File: src/rtl/uart_tx_frame_if.sv
// rtl/uart_tx_frame_if.sv - host-side handshake and serial-line bundle for uart_tx_frame
//
// Signals:
//   TXDATA    [7:0] byte to transmit (host -> tx)
//   TX_VALID        TXDATA valid (host -> tx)
//   PARITY_EN       append even parity to this byte's frame (host -> tx)
//   TXD             serial line, idles high (tx -> pin)
//   TX_READY        tx can accept a byte this cycle (tx -> host)
//   BUSY            a frame is being shifted out (tx -> host)
//   TX_DONE         one-cycle pulse in the last stop-bit cycle (tx -> host)
// Modports: master = host side, slave = transmitter side.

interface uart_tx_frame_if;
    logic [7:0] TXDATA;
    logic       TX_VALID;
    logic       PARITY_EN;
    logic       TXD;
    logic       TX_READY;
    logic       BUSY;
    logic       TX_DONE;

    modport master (
        output TXDATA, TX_VALID, PARITY_EN,
        input  TXD, TX_READY, BUSY, TX_DONE
    );

    modport slave (
        input  TXDATA, TX_VALID, PARITY_EN,
        output TXD, TX_READY, BUSY, TX_DONE
    );
endinterface

File: src/rtl/uart_tx_frame.sv
// rtl/uart_tx_frame.sv - UART transmitter: start, 8 data bits LSB first, optional even parity, stop
//
// Ports:
//   CLK  system clock, rising edge
//   RST  asynchronous active-high reset
//   bus  uart_tx_frame_if.slave (TXDATA, TX_VALID, PARITY_EN in; TXD, TX_READY, BUSY, TX_DONE out)
// Parameter:
//   CLKS_PER_BIT  clock cycles per serial bit, 1..65535
// Build option:
//   UART_TX_HOLD_BUF_EN  adds a one-entry holding register so frames can run back to back

module uart_tx_frame #(
    parameter int CLKS_PER_BIT = 1
) (
    input logic            CLK,
    input logic            RST,
    uart_tx_frame_if.slave bus
);

    typedef enum logic [2:0] {IDLE, START, DATA, PARITY, STOP} state_t;

    localparam logic [15:0] LAST = 16'(CLKS_PER_BIT - 1);

    state_t      state;
    logic [15:0] cnt;
    logic [2:0]  bit_idx;
    logic [7:0]  shreg;
    logic        par_en;
    logic        par_bit;
    logic        txd_q;
    logic        ready_q;
    logic        busy_q;
    logic        done_q;

    logic accept;
    logic bit_end;

    assign accept  = bus.TX_VALID && ready_q;
    assign bit_end = (cnt == LAST);

    assign bus.TXD      = txd_q;
    assign bus.TX_READY = ready_q;
    assign bus.BUSY     = busy_q;
    assign bus.TX_DONE  = done_q;

`ifdef UART_TX_HOLD_BUF_EN
    logic       hold_full;
    logic [7:0] hold_data;
    logic       hold_pen;
`endif

    always_ff @(posedge CLK or posedge RST) begin
        if (RST) begin
            state   <= IDLE;
            cnt     <= 16'd0;
            bit_idx <= 3'd0;
            shreg   <= 8'd0;
            par_en  <= 1'b0;
            par_bit <= 1'b0;
            txd_q   <= 1'b1;
            ready_q <= 1'b1;
            busy_q  <= 1'b0;
            done_q  <= 1'b0;
`ifdef UART_TX_HOLD_BUF_EN
            hold_full <= 1'b0;
            hold_data <= 8'd0;
            hold_pen  <= 1'b0;
`endif
        end else begin
            done_q <= 1'b0;
`ifdef UART_TX_HOLD_BUF_EN
            // Mid-frame accept parks the byte; the STOP hand-off below overrides this
            // when the accept lands on the final stop cycle.
            if (state != IDLE && accept) begin
                hold_full <= 1'b1;
                hold_data <= bus.TXDATA;
                hold_pen  <= bus.PARITY_EN;
                ready_q   <= 1'b0;
            end
`endif
            case (state)
                IDLE: begin
                    if (accept) begin
                        shreg   <= bus.TXDATA;
                        par_en  <= bus.PARITY_EN;
                        par_bit <= ^bus.TXDATA;
                        state   <= START;
                        cnt     <= 16'd0;
                        txd_q   <= 1'b0;
                        busy_q  <= 1'b1;
`ifdef UART_TX_HOLD_BUF_EN
                        ready_q <= 1'b1;
`else
                        ready_q <= 1'b0;
`endif
                    end
                end
                START: begin
                    if (bit_end) begin
                        state   <= DATA;
                        cnt     <= 16'd0;
                        bit_idx <= 3'd0;
                        txd_q   <= shreg[0];
                    end else begin
                        cnt <= cnt + 16'd1;
                    end
                end
                DATA: begin
                    if (bit_end) begin
                        cnt <= 16'd0;
                        if (bit_idx == 3'd7) begin
                            if (par_en) begin
                                state <= PARITY;
                                txd_q <= par_bit;
                            end else begin
                                state  <= STOP;
                                txd_q  <= 1'b1;
                                done_q <= (LAST == 16'd0);
                            end
                        end else begin
                            bit_idx <= bit_idx + 3'd1;
                            shreg   <= {1'b0, shreg[7:1]};
                            txd_q   <= shreg[1];
                        end
                    end else begin
                        cnt <= cnt + 16'd1;
                    end
                end
                PARITY: begin
                    if (bit_end) begin
                        state  <= STOP;
                        cnt    <= 16'd0;
                        txd_q  <= 1'b1;
                        done_q <= (LAST == 16'd0);
                    end else begin
                        cnt <= cnt + 16'd1;
                    end
                end
                STOP: begin
                    if (bit_end) begin
                        cnt <= 16'd0;
`ifdef UART_TX_HOLD_BUF_EN
                        // Chain straight into the next start bit when a byte is waiting.
                        if (hold_full || accept) begin
                            state     <= START;
                            txd_q     <= 1'b0;
                            ready_q   <= 1'b1;
                            hold_full <= 1'b0;
                            if (hold_full) begin
                                shreg   <= hold_data;
                                par_en  <= hold_pen;
                                par_bit <= ^hold_data;
                            end else begin
                                shreg   <= bus.TXDATA;
                                par_en  <= bus.PARITY_EN;
                                par_bit <= ^bus.TXDATA;
                            end
                        end else begin
                            state   <= IDLE;
                            txd_q   <= 1'b1;
                            ready_q <= 1'b1;
                            busy_q  <= 1'b0;
                        end
`else
                        state   <= IDLE;
                        txd_q   <= 1'b1;
                        ready_q <= 1'b1;
                        busy_q  <= 1'b0;
`endif
                    end else begin
                        cnt    <= cnt + 16'd1;
                        // Registered pulse: raise it one cycle ahead of the final stop cycle.
                        done_q <= ((cnt + 16'd1) == LAST);
                    end
                end
                default: state <= IDLE;
            endcase
        end
    end

endmodule
File: src/flat_wrapper.sv
// flat-port wrapper written by rule: the top's interface ports become plain ports
module uart_tx_frame_flat 
#(
    parameter int CLKS_PER_BIT = 1
)
  (CLK, RST, bus_TXDATA, bus_TX_VALID, bus_PARITY_EN, bus_TXD, bus_TX_READY, bus_BUSY, bus_TX_DONE);
  uart_tx_frame_if bus_i ();
  input logic CLK;
  input logic RST;
  input wire logic [$bits(bus_i.TXDATA)-1:0] bus_TXDATA;
  input wire logic [$bits(bus_i.TX_VALID)-1:0] bus_TX_VALID;
  input wire logic [$bits(bus_i.PARITY_EN)-1:0] bus_PARITY_EN;
  output wire logic [$bits(bus_i.TXD)-1:0] bus_TXD;
  output wire logic [$bits(bus_i.TX_READY)-1:0] bus_TX_READY;
  output wire logic [$bits(bus_i.BUSY)-1:0] bus_BUSY;
  output wire logic [$bits(bus_i.TX_DONE)-1:0] bus_TX_DONE;
  assign bus_i.TXDATA = bus_TXDATA;
  assign bus_i.TX_VALID = bus_TX_VALID;
  assign bus_i.PARITY_EN = bus_PARITY_EN;
  assign bus_TXD = bus_i.TXD;
  assign bus_TX_READY = bus_i.TX_READY;
  assign bus_BUSY = bus_i.BUSY;
  assign bus_TX_DONE = bus_i.TX_DONE;
  uart_tx_frame #(.CLKS_PER_BIT(CLKS_PER_BIT)) u_core (.CLK(CLK), .RST(RST), .bus(bus_i));
endmodule
File: config.mk
export PLATFORM = sky130hd
export DESIGN_NAME = uart_tx_frame_flat
export DESIGN_NICKNAME = d
export VERILOG_FILES = /design/src/rtl/uart_tx_frame_if.sv /design/src/rtl/uart_tx_frame.sv /design/src/flat_wrapper.sv
export SDC_FILE = /design/constraint.sdc
export NUM_CORES = 1
export LEC_CHECK = 0
export BUFFER_PORTS_ARGS = -buffer_cell sky130_fd_sc_hd__buf_2
export CORE_MARGIN = 4
export CORE_UTILIZATION = 45
export DETAILED_ROUTE_END_ITERATION = 10
export MAX_ROUTING_LAYER = met4
export PLACE_DENSITY_LB_ADDON = 0.3
export SYNTH_ARGS = -nofsm -noshare
export SYNTH_HDL_FRONTEND = slang
export SYNTH_SLANG_ARGS = --single-unit
File: constraint.sdc
create_clock -name CLK -period 1.9 [get_ports CLK]
set_clock_uncertainty 0.1 [all_clocks]
set_input_delay 0.38 -clock CLK [delete_from_list [all_inputs] [get_ports CLK]]
set_output_delay 0.38 -clock CLK [all_outputs]
set_load 0.02 [all_outputs]
Word level (Yosys, flattened, before mapping)
Cells that the tools add are included.
{"block": "word_totals", "output_inout_bits": 4, "input_bits": 12, "elab_cells": 79, "regBits": 36}
{"block": "classes", "reduce_logical": 19, "n_eq_ne": 13, "n_addsub": 2, "mux": 35}
{"op": "$logic_not A16 Y1", "n": 2}
{"op": "$mux W16", "n": 2}
{"op": "$pmux W16 S2", "n": 1}
{"op": "$mux W3", "n": 9}
{"op": "$mux W8", "n": 3}
{"op": "$add A16 B1 Y16 const B", "n": 1}
{"op": "$pmux W8 S2", "n": 1}
{"op": "$pmux W3 S5", "n": 1}
{"op": "$ne A2 B1 Y1 const B", "n": 7}
{"op": "$mux W1", "n": 13}
{"op": "$reduce_and A4 Y1", "n": 2}
{"op": "$reduce_bool A2 Y1", "n": 4}
{"op": "$reduce_xor A8 Y1", "n": 1}
{"op": "$eq A3 B2 Y1 const B", "n": 2}
{"op": "$eq A3 B3 Y1 const B", "n": 2}
{"op": "$pmux W3 S2", "n": 1}
{"op": "$reduce_and A6 Y1", "n": 1}
{"op": "$reduce_and A5 Y1", "n": 1}
{"op": "$pmux W1 S2", "n": 2}
{"op": "$pmux W1 S4", "n": 1}
{"op": "$reduce_and A2 Y1", "n": 2}
{"op": "$reduce_bool A4 Y1", "n": 1}
{"op": "$reduce_or A4 Y1", "n": 1}
{"op": "$add A3 B1 Y3 const B", "n": 1}
{"op": "other kinds (7)", "n": 7}

Longest topological paths before layout
Gate-level depths: netlist of the first run.
{"block": "depth", "depth_word": 4, "ltp_mapped": 7, "mapped_depth_nobuf": 7}

Least setup slack after synthesis of the first run
No wires, ideal clock.
{"block": "synth_timing", "path_type": "reg-to-reg", "from": "register u_core.cnt[0]", "to": "register u_core.done_q (netlist: u_core.bus.TX_DONE)", "path_stages_with_launch": 7, "setup_ns": 0.103, "synth_period_minus_slack_ns": 2.025, "path_buffers": 0, "path_slack_ns": -0.125, "required_time_ns": 1.697, "arrival_ns": 1.822, "cell_sequence": "dfrtp_1 inv_1 ha_1 and4b_4 a21o_1 or4_4 o41ai_2"}
{"block": "synth_via", "elab_chain_len": 4, "elab_cells_between_ends": 7, "cone_classes": "1 x add/sub; 4 x mux; 2 x reduce/logical"}
{"item": "start: declaration", "line_no": "uart_tx_frame.sv:25", "source": "logic [15:0] cnt;"}
{"item": "start signal: assignment", "line_no": "uart_tx_frame.sv:105", "source": "cnt <= cnt + 16'd1;"}
{"item": "start signal: assignment", "line_no": "uart_tx_frame.sv:126", "source": "cnt <= cnt + 16'd1;"}
{"item": "start signal: assignment", "line_no": "uart_tx_frame.sv:136", "source": "cnt <= cnt + 16'd1;"}
{"item": "$add A16 B1 Y16", "line_no": "uart_tx_frame.sv:173", "source": "done_q <= ((cnt + 16'd1) == LAST);"}
{"item": "$logic_not A16 Y1", "line_no": "uart_tx_frame.sv:173"}
{"item": "$mux W1", "line_no": "uart_tx_frame.sv:140", "source": "if (bit_end) begin"}
{"item": "$pmux W1 S3 *", "line_no": "uart_tx_frame.sv:81", "source": "case (state)"}
{"item": "end signal: assignment", "line_no": "uart_tx_frame.sv:118", "source": "done_q <= (LAST == 16'd0);"}
{"item": "end signal: assignment", "line_no": "uart_tx_frame.sv:134", "source": "done_q <= (LAST == 16'd0);"}
{"item": "end signal: assignment", "line_no": "uart_tx_frame.sv:173"}
{"item": "end: declaration", "line_no": "uart_tx_frame.sv:33", "source": "logic done_q;"}
Mark *: on every way between the ends. The rest lies on a longest branch, timed or not.
A chain may end at the register's enable or synchronous reset.

Worst setup path after layout of the first run
Ends and elaborated chain as after synthesis.

==> results.ini, run 1 <==
[worst_setup_path]
path_max_fanout = 4
cp.arrival_ns = 2.08
cpMaxStageDelayCell = or4_4
critPathCaptureType = flop
path_cells = ha_1 -> buf_4 -> nor3_1 -> o21ai_1 -> or4_4 -> o41ai_2
path_class = reg2reg
required_ns = 1.99
crit_path_max_incr_delay_ns = 0.48
start_kind = flop

[die]
die_h_um = 78.98
ioPinCount = 16
fp.dieArea_um2 = 6238
core_um2 = 4817
die_x_um = 78.98
start_util = 0.4706
rows = 25

[synthesis]
synth_area_um2 = 2267
synthTopCellsByCount = nand2_1 (41), dfrtp_1 (34), o21ai_0 (24)
ys.flop_type = dfrtp_1
yosys_warnings = 0
yosysTopAreaCellShare = 0.3753
synthCells = 255
synth_area_leaders = dfrtp_1 (38%), nand2_1 (6.8%), o21ai_0 (5.3%)
yosysMostFrequentCell = nand2_1
synth_seq_cells = 36
synth_enable_flop_cells = 0
synthArstFlopShare = 1.000
ys_types = 48
syn_avg_cell_area_um2 = 8.891
synth_top_area_cell = dfrtp_1
synth_nets = 272
ys_seq_area_frac = 0.3985

[routing]
ant_nets = 0
wl_mm = 5.444
routedWlPerCell_um = 14.33
num_vias = 2090
via_per_inst = 5.500
dr.first_iter.drc_count = 154
firstDrtPassIters = 4
remaining_drc_errors = 0

[pwr]
switching_share = 0.2387
power_leakage_uw = 0.001327
power.density_nw_per_um2 = 477.1
pwr-share-clk = 0.398
power_frac_comb = 0.047
p_sw_uw = 329.4
seq_power_share = 0.555
peakVddDrop_v = 0.0003119
p_int_uw = 1050

[grt]
grt_pass1_vias = 2001
grtUsageTotal = 0.1932
grt_pass1_wl_mm = 9.370
grt_max_degree = 37
antenna_found_initial = 0
overflow = 0

[timing]
grt_setup_unrepaired = yes
hold_violations = 0
hold_ws_ns = 0.08160
period_needed_ns = 1.985
fmax_mhz = 503.9
period_share = 1.045
setup_ws_ns = -0.08461
drv_slew = 0
finalSetupViolCount = 6
worst_pin_slew_ns = 0.4941
slew_headroom = 0.6681

[placement]
dpl.hpwl_mm = 3.970
port_buffers = 15
dp_slack_ns = -0.1191
gp_congestion = 0.8883
place_area_um2 = 2719

[cells_and_area]
multi_input_area_um2 = 1344
antenna_cells = 0
drive_gt1_frac = 0.3387
syn2layout_area_growth_pct = 27.54
final_area_um2 = 2892
final-seq-area_um2 = 903.4
nFillCells = 424
fin_util = 0.6003
fin_nets = 329

[clock_network]
cts_tree = built
cts.sinks = 36
clockBufferDepth = 2
cts.clk_slew.worst_paths_ns = 0.08
root_buffer = clkbuf_8
htreeDepth = 2
clkLatencyLatePin_ns = 0.29
cts_buffers = 5

[run_status]
status = finished, violations left
failed_checks = setup timing

[min_path]
hp-class = in2async

[flow_run]
maxCapViolCount = 0

## kinds of logic after synthesis
group / share of synthesized area
AO/OA/AOI/OAI: 0.1672
XOR/XNOR: 0.04636
adder cells (fa/ha/maj): 0.02759
buffers and inverters: 0.04359
flip-flops: 0.3985
multiplexers: 0.06236
AND/OR/NAND/NOR: 0.2544
## cell usage in the layout, fill, tap and decap left out, types with 3 or more instances in the layout
cell / n
a21o_1: 5
a21oi_1: 8
a22o_1: 7
buf_2: 15
buf_4: 47
clkbuf_8: 5
dfrtp_1: 34
ha_1: 4
inv_1: 9
mux2_2: 9
mux2i_1: 4
nand2_1: 39
nand3_1: 6
nand4_1: 3
nor2_1: 13
nor2_2: 4
nor3_1: 7
nor3b_1: 3
nor4_1: 3
o211ai_1: 3
o21ai_0: 22
or3_1: 6
xnor2_1: 9
xor2_1: 3
## stage by stage
stage	setup TNS, ns	instances	total power, uW
after global placement	-0.03502	370	846.0
final	-0.1720	380	1380
after CTS	-0.1212	379	1401
after detailed placement	-0.1591	370	847.7
after global routing	-1.547	380	1438
after floorplan	-0.01501	255	822.8
## final timing paths
check	from	end	slack, ns	depth (start not counted)
max	u_core.cnt[0]	u_core.bus.TX_DONE	-0.08	6
min	RST	u_core.cnt[2]	0.08	3
max reg2reg	u_core.cnt[0]	u_core.bus.TX_DONE	-0.08	6
min reg2reg	u_core.shreg[0]	u_core.shreg[0]	0.41	1
max in group asynchronous	RST	u_core.bus.TXD	1.27	3
min in group CLK	bus_PARITY_EN	u_core.par_en	0.19	3
## layout make-up
class,count,share of cell area
Multi-Input combinational cell,197,0.4647
Clock inverter,3,0.006491
Inverter,9,0.01168
Sequential cell,36,0.3124
Clock buffer,5,0.02380
Tap cell,67,0.02899
Timing Repair Buffer,63,0.1519
## worst max-delay path: cells and delay by family, from the launching register on
family                   cells  cell delay [ns]
flip-flops                   1             0.42
adder cells (fa/ha/maj)      1             0.23
buffers and inverters        1             0.14
AND/OR/NAND/NOR              2             0.68
AO/OA/AOI/OAI                2             0.31
## registers in the layout, indices dropped and copies added, names as in the netlist
signal / count
u_core.bus.TX_READY: 1
u_core.par_bit: 1
u_core.bus.BUSY: 1
u_core.bit_idx: 3
u_core.bus.TXD: 1
u_core.state: 3
u_core.shreg: 8
u_core.par_en: 1
u_core.cnt: 16
u_core.bus.TX_DONE: 1
## power by group through the flow
stage	registers (uW)	clock network (uW)	logic, uW
after global routing	766	597	75.1
after CTS	766	569	67.0
final	766	549	64.7
after detailed placement	781	0	67.0
after global placement	781	0	65.3
after floorplan	781	0	42.0
## repair_timing
action / in CTS / in global routing
buffers inserted: 1 / 1
endpoints found under the hold margin: 0 / 0
pin swaps: 1 / 4
hold buffers: 0 / 0
resized for setup: 3 / 15
endpoints found under the setup margin: 7 / 22
## layer usage
layer	track usage	routed length, um
met5	-	0
met4	0.05670	62
met3	0.03401	235
met2	0.3005	2577
met1	0.2595	2568
Note: power is estimated with default switching activity, not from simulation.
==> run 2, diff against run 1 <==
- CELL_PAD_IN_SITES_DETAIL_PLACEMENT: not set -> 0
- CELL_PAD_IN_SITES_GLOBAL_PLACEMENT: not set -> 1
- CORE_UTILIZATION: 45 -> 42
- CTS_CLUSTER_SIZE: not set -> 8
==> results.ini, run 2 (synthesized netlist as in run 1, its figures left out) <==
[timing]
fmax_mhz = 512.7  ; +1.7%
period_needed_ns = 1.951  ; -0.03409 ns
hold_violations = 0  ; unchanged
finalSetupViolCount = 1  ; -5
setup_ws_ns = -0.05052  ; +0.03409 ns
worst_pin_slew_ns = 0.4675  ; -0.02657 ns
grt_setup_unrepaired = yes
drv_slew = 0  ; unchanged
slew_headroom = 0.6883  ; +0.02025
hold_ws_ns = 0.08122  ; -0.0003867 ns
period_share = 1.027  ; -0.01794

[grt]
grt_pass1_vias = 1935  ; -3.3%
grtUsageTotal = 0.1901  ; -0.003085
antenna_found_initial = 0  ; unchanged
grt_max_degree = 37  ; unchanged
grt_pass1_wl_mm = 9.411  ; +0.44%
overflow = 0  ; unchanged

[die]
core_um2 = 5172  ; +7.4%
rows = 26  ; +4.0%
ioPinCount = 16  ; unchanged
start_util = 0.4383  ; -0.03233
die_h_um = 81.47  ; +3.2%
die_x_um = 81.47  ; +3.2%
fp.dieArea_um2 = 6637  ; +6.4%

[routing]
ant_nets = 0  ; unchanged
firstDrtPassIters = 4  ; unchanged
remaining_drc_errors = 0  ; unchanged
routedWlPerCell_um = 15.15  ; +5.7%
num_vias = 2061  ; -1.4%
wl_mm = 5.862  ; +7.7%
via_per_inst = 5.326  ; -3.2%
dr.first_iter.drc_count = 117  ; -24%

[clock_network]
cts_buffers = 5  ; unchanged
root_buffer = clkbuf_8
cts.clk_slew.worst_paths_ns = 0.08  ; about the same
clockBufferDepth = 2  ; unchanged
cts.sinks = 36  ; unchanged
cts_tree = built
cts-hold-fix-buffers = 0  ; unchanged
clkLatencyLatePin_ns = 0.29  ; about the same
htreeDepth = 2  ; unchanged

[worst_setup_path]
critPathCaptureType = flop
path_class = reg2reg
path_max_fanout = 7  ; +3
cpMaxStageDelayCell = dfrtp_2
path_buf_inv = 0  ; -1
crit_path_max_incr_delay_ns = 0.47  ; about the same
cp.arrival_ns = 2.03  ; -0.05 ns
start_kind = flop
required_ns = 1.98  ; about the same
path_cells = nand2_1 -> nor4_4 -> mux2_2 -> a31oi_4 -> o41ai_4
cp_top_family = simple AND/OR/NAND/NOR gates

[pwr]
power_leakage_uw = 0.001426  ; +7.5%
power.density_nw_per_um2 = 461.6  ; -3.2%
peakVddDrop_v = 0.0002747  ; -12%

[placement]
place_area_um2 = 2708  ; -0.41%
port_buffers = 15  ; unchanged
dpl.hpwl_mm = 3.969  ; about the same
gp_congestion = 0.8712  ; -1.9%
place_inst = 371  ; +0.27%

[cells_and_area]
reg_top3 = u_core.cnt x16, u_core.shreg x8
fin_cells = 387  ; +1.8%
largest_reg_flops = 16  ; unchanged
drive_gt1_frac = 0.3975  ; +0.05882
final_cell_mix = buf_4 (46), nand2_1 (39), dfrtp_1 (28)
layout_commonest_cell = buf_4
fin_nets = 333  ; +1.2%
antenna_cells = 0  ; unchanged
syn2layout_area_growth_pct = 36.04
regMostFlops = u_core.cnt
final_area_um2 = 3084  ; +6.7%

[min_path]
hp-class = in2async

[run_status]
status = finished, violations left
failed_checks = setup timing

[flow_run]
maxCapViolCount = 0  ; unchanged

## run 2: changes by cell type in the layout (fill, tap and decap cells not counted), moves of 3 or more
cell	change
nor3_1	-3
buf_12	+3
dfrtp_1	-6
dfrtp_2	+6
o21ai_1	+4
o21ai_0	-6
## run 2: worst register-to-register path: stages (launching register included)
cell and delay [ns]:
dfrtp_2 0.47, nand2_1 0.17, nor4_4 0.36, mux2_2 0.40, a31oi_4 0.23, o41ai_4 0.10
## run 2: area by class of cell
cell class / instances / area (um2)
Clock buffer: 7 / 86.33
Clock inverter: 1 / 7.507
Fill cell: 456 / 2088
Inverter: 9 / 33.78
Multi-Input combinational cell: 197 / 1444
Sequential cell: 36 / 910.9
Tap cell: 70 / 87.58
Timing Repair Buffer: 67 / 514.2
## run 2: report_power, final
group	internal, uW	switching [uW]	total, uW
logic	28.9	35.9	64.9
registers	766	0	766
clock network	295	298	593
total	1090	334	1420
## run 2: per-stage QoR
stage	setup slack (ns)	utilization	total power, uW	setup TNS [ns]
global placement	-0.08970	0.5235	846.8	-0.09907
detailed placement	-0.1137	0.5235	847.7	-0.1832
finish	-0.05052	0.5963	1424	-0.05052
global route	-0.1690	0.5963	1481	-0.3845
floorplan	-0.01501	-	822.8	-0.01501
CTS	-0.03554	0.5510	1440	-0.03554
## run 2: routing by layer
layer / global-route usage / up-vias / part of all wire
met2: 0.2801 / 31 / 0.48
met4: 0.06081 / 0 / 0.016
met1: 0.2609 / 996 / 0.47
met5: - / - / 0
met3: 0.04057 / 9 / 0.035
li1: - / 1025 / -
## run 2: path summary, 6_finish.rpt
kind / start / endpoint / slack, ns / depth (start not counted)
setup / recovery: u_core.cnt[10] / u_core.bus.TX_DONE / -0.05 / 5
hold / removal: RST / u_core.par_bit / 0.08 / 3
setup reg to reg: u_core.cnt[10] / u_core.bus.TX_DONE / -0.05 / 5
hold reg to reg: u_core.bus.BUSY / u_core.bus.BUSY / 0.40 / 2
max in group asynchronous: RST / u_core.cnt[5] / 1.27 / 3
min in group CLK: bus_PARITY_EN / u_core.par_en / 0.18 / 3
## run 2: what timing repair did
action / 4_1_cts / 5_1_grt
pin swaps: 4 / 14
hold endpoints to repair: 0 / 0
buffers inserted: 0 / 9
resized for setup: 14 / 36
endpoints found under the setup margin: 8 / 26
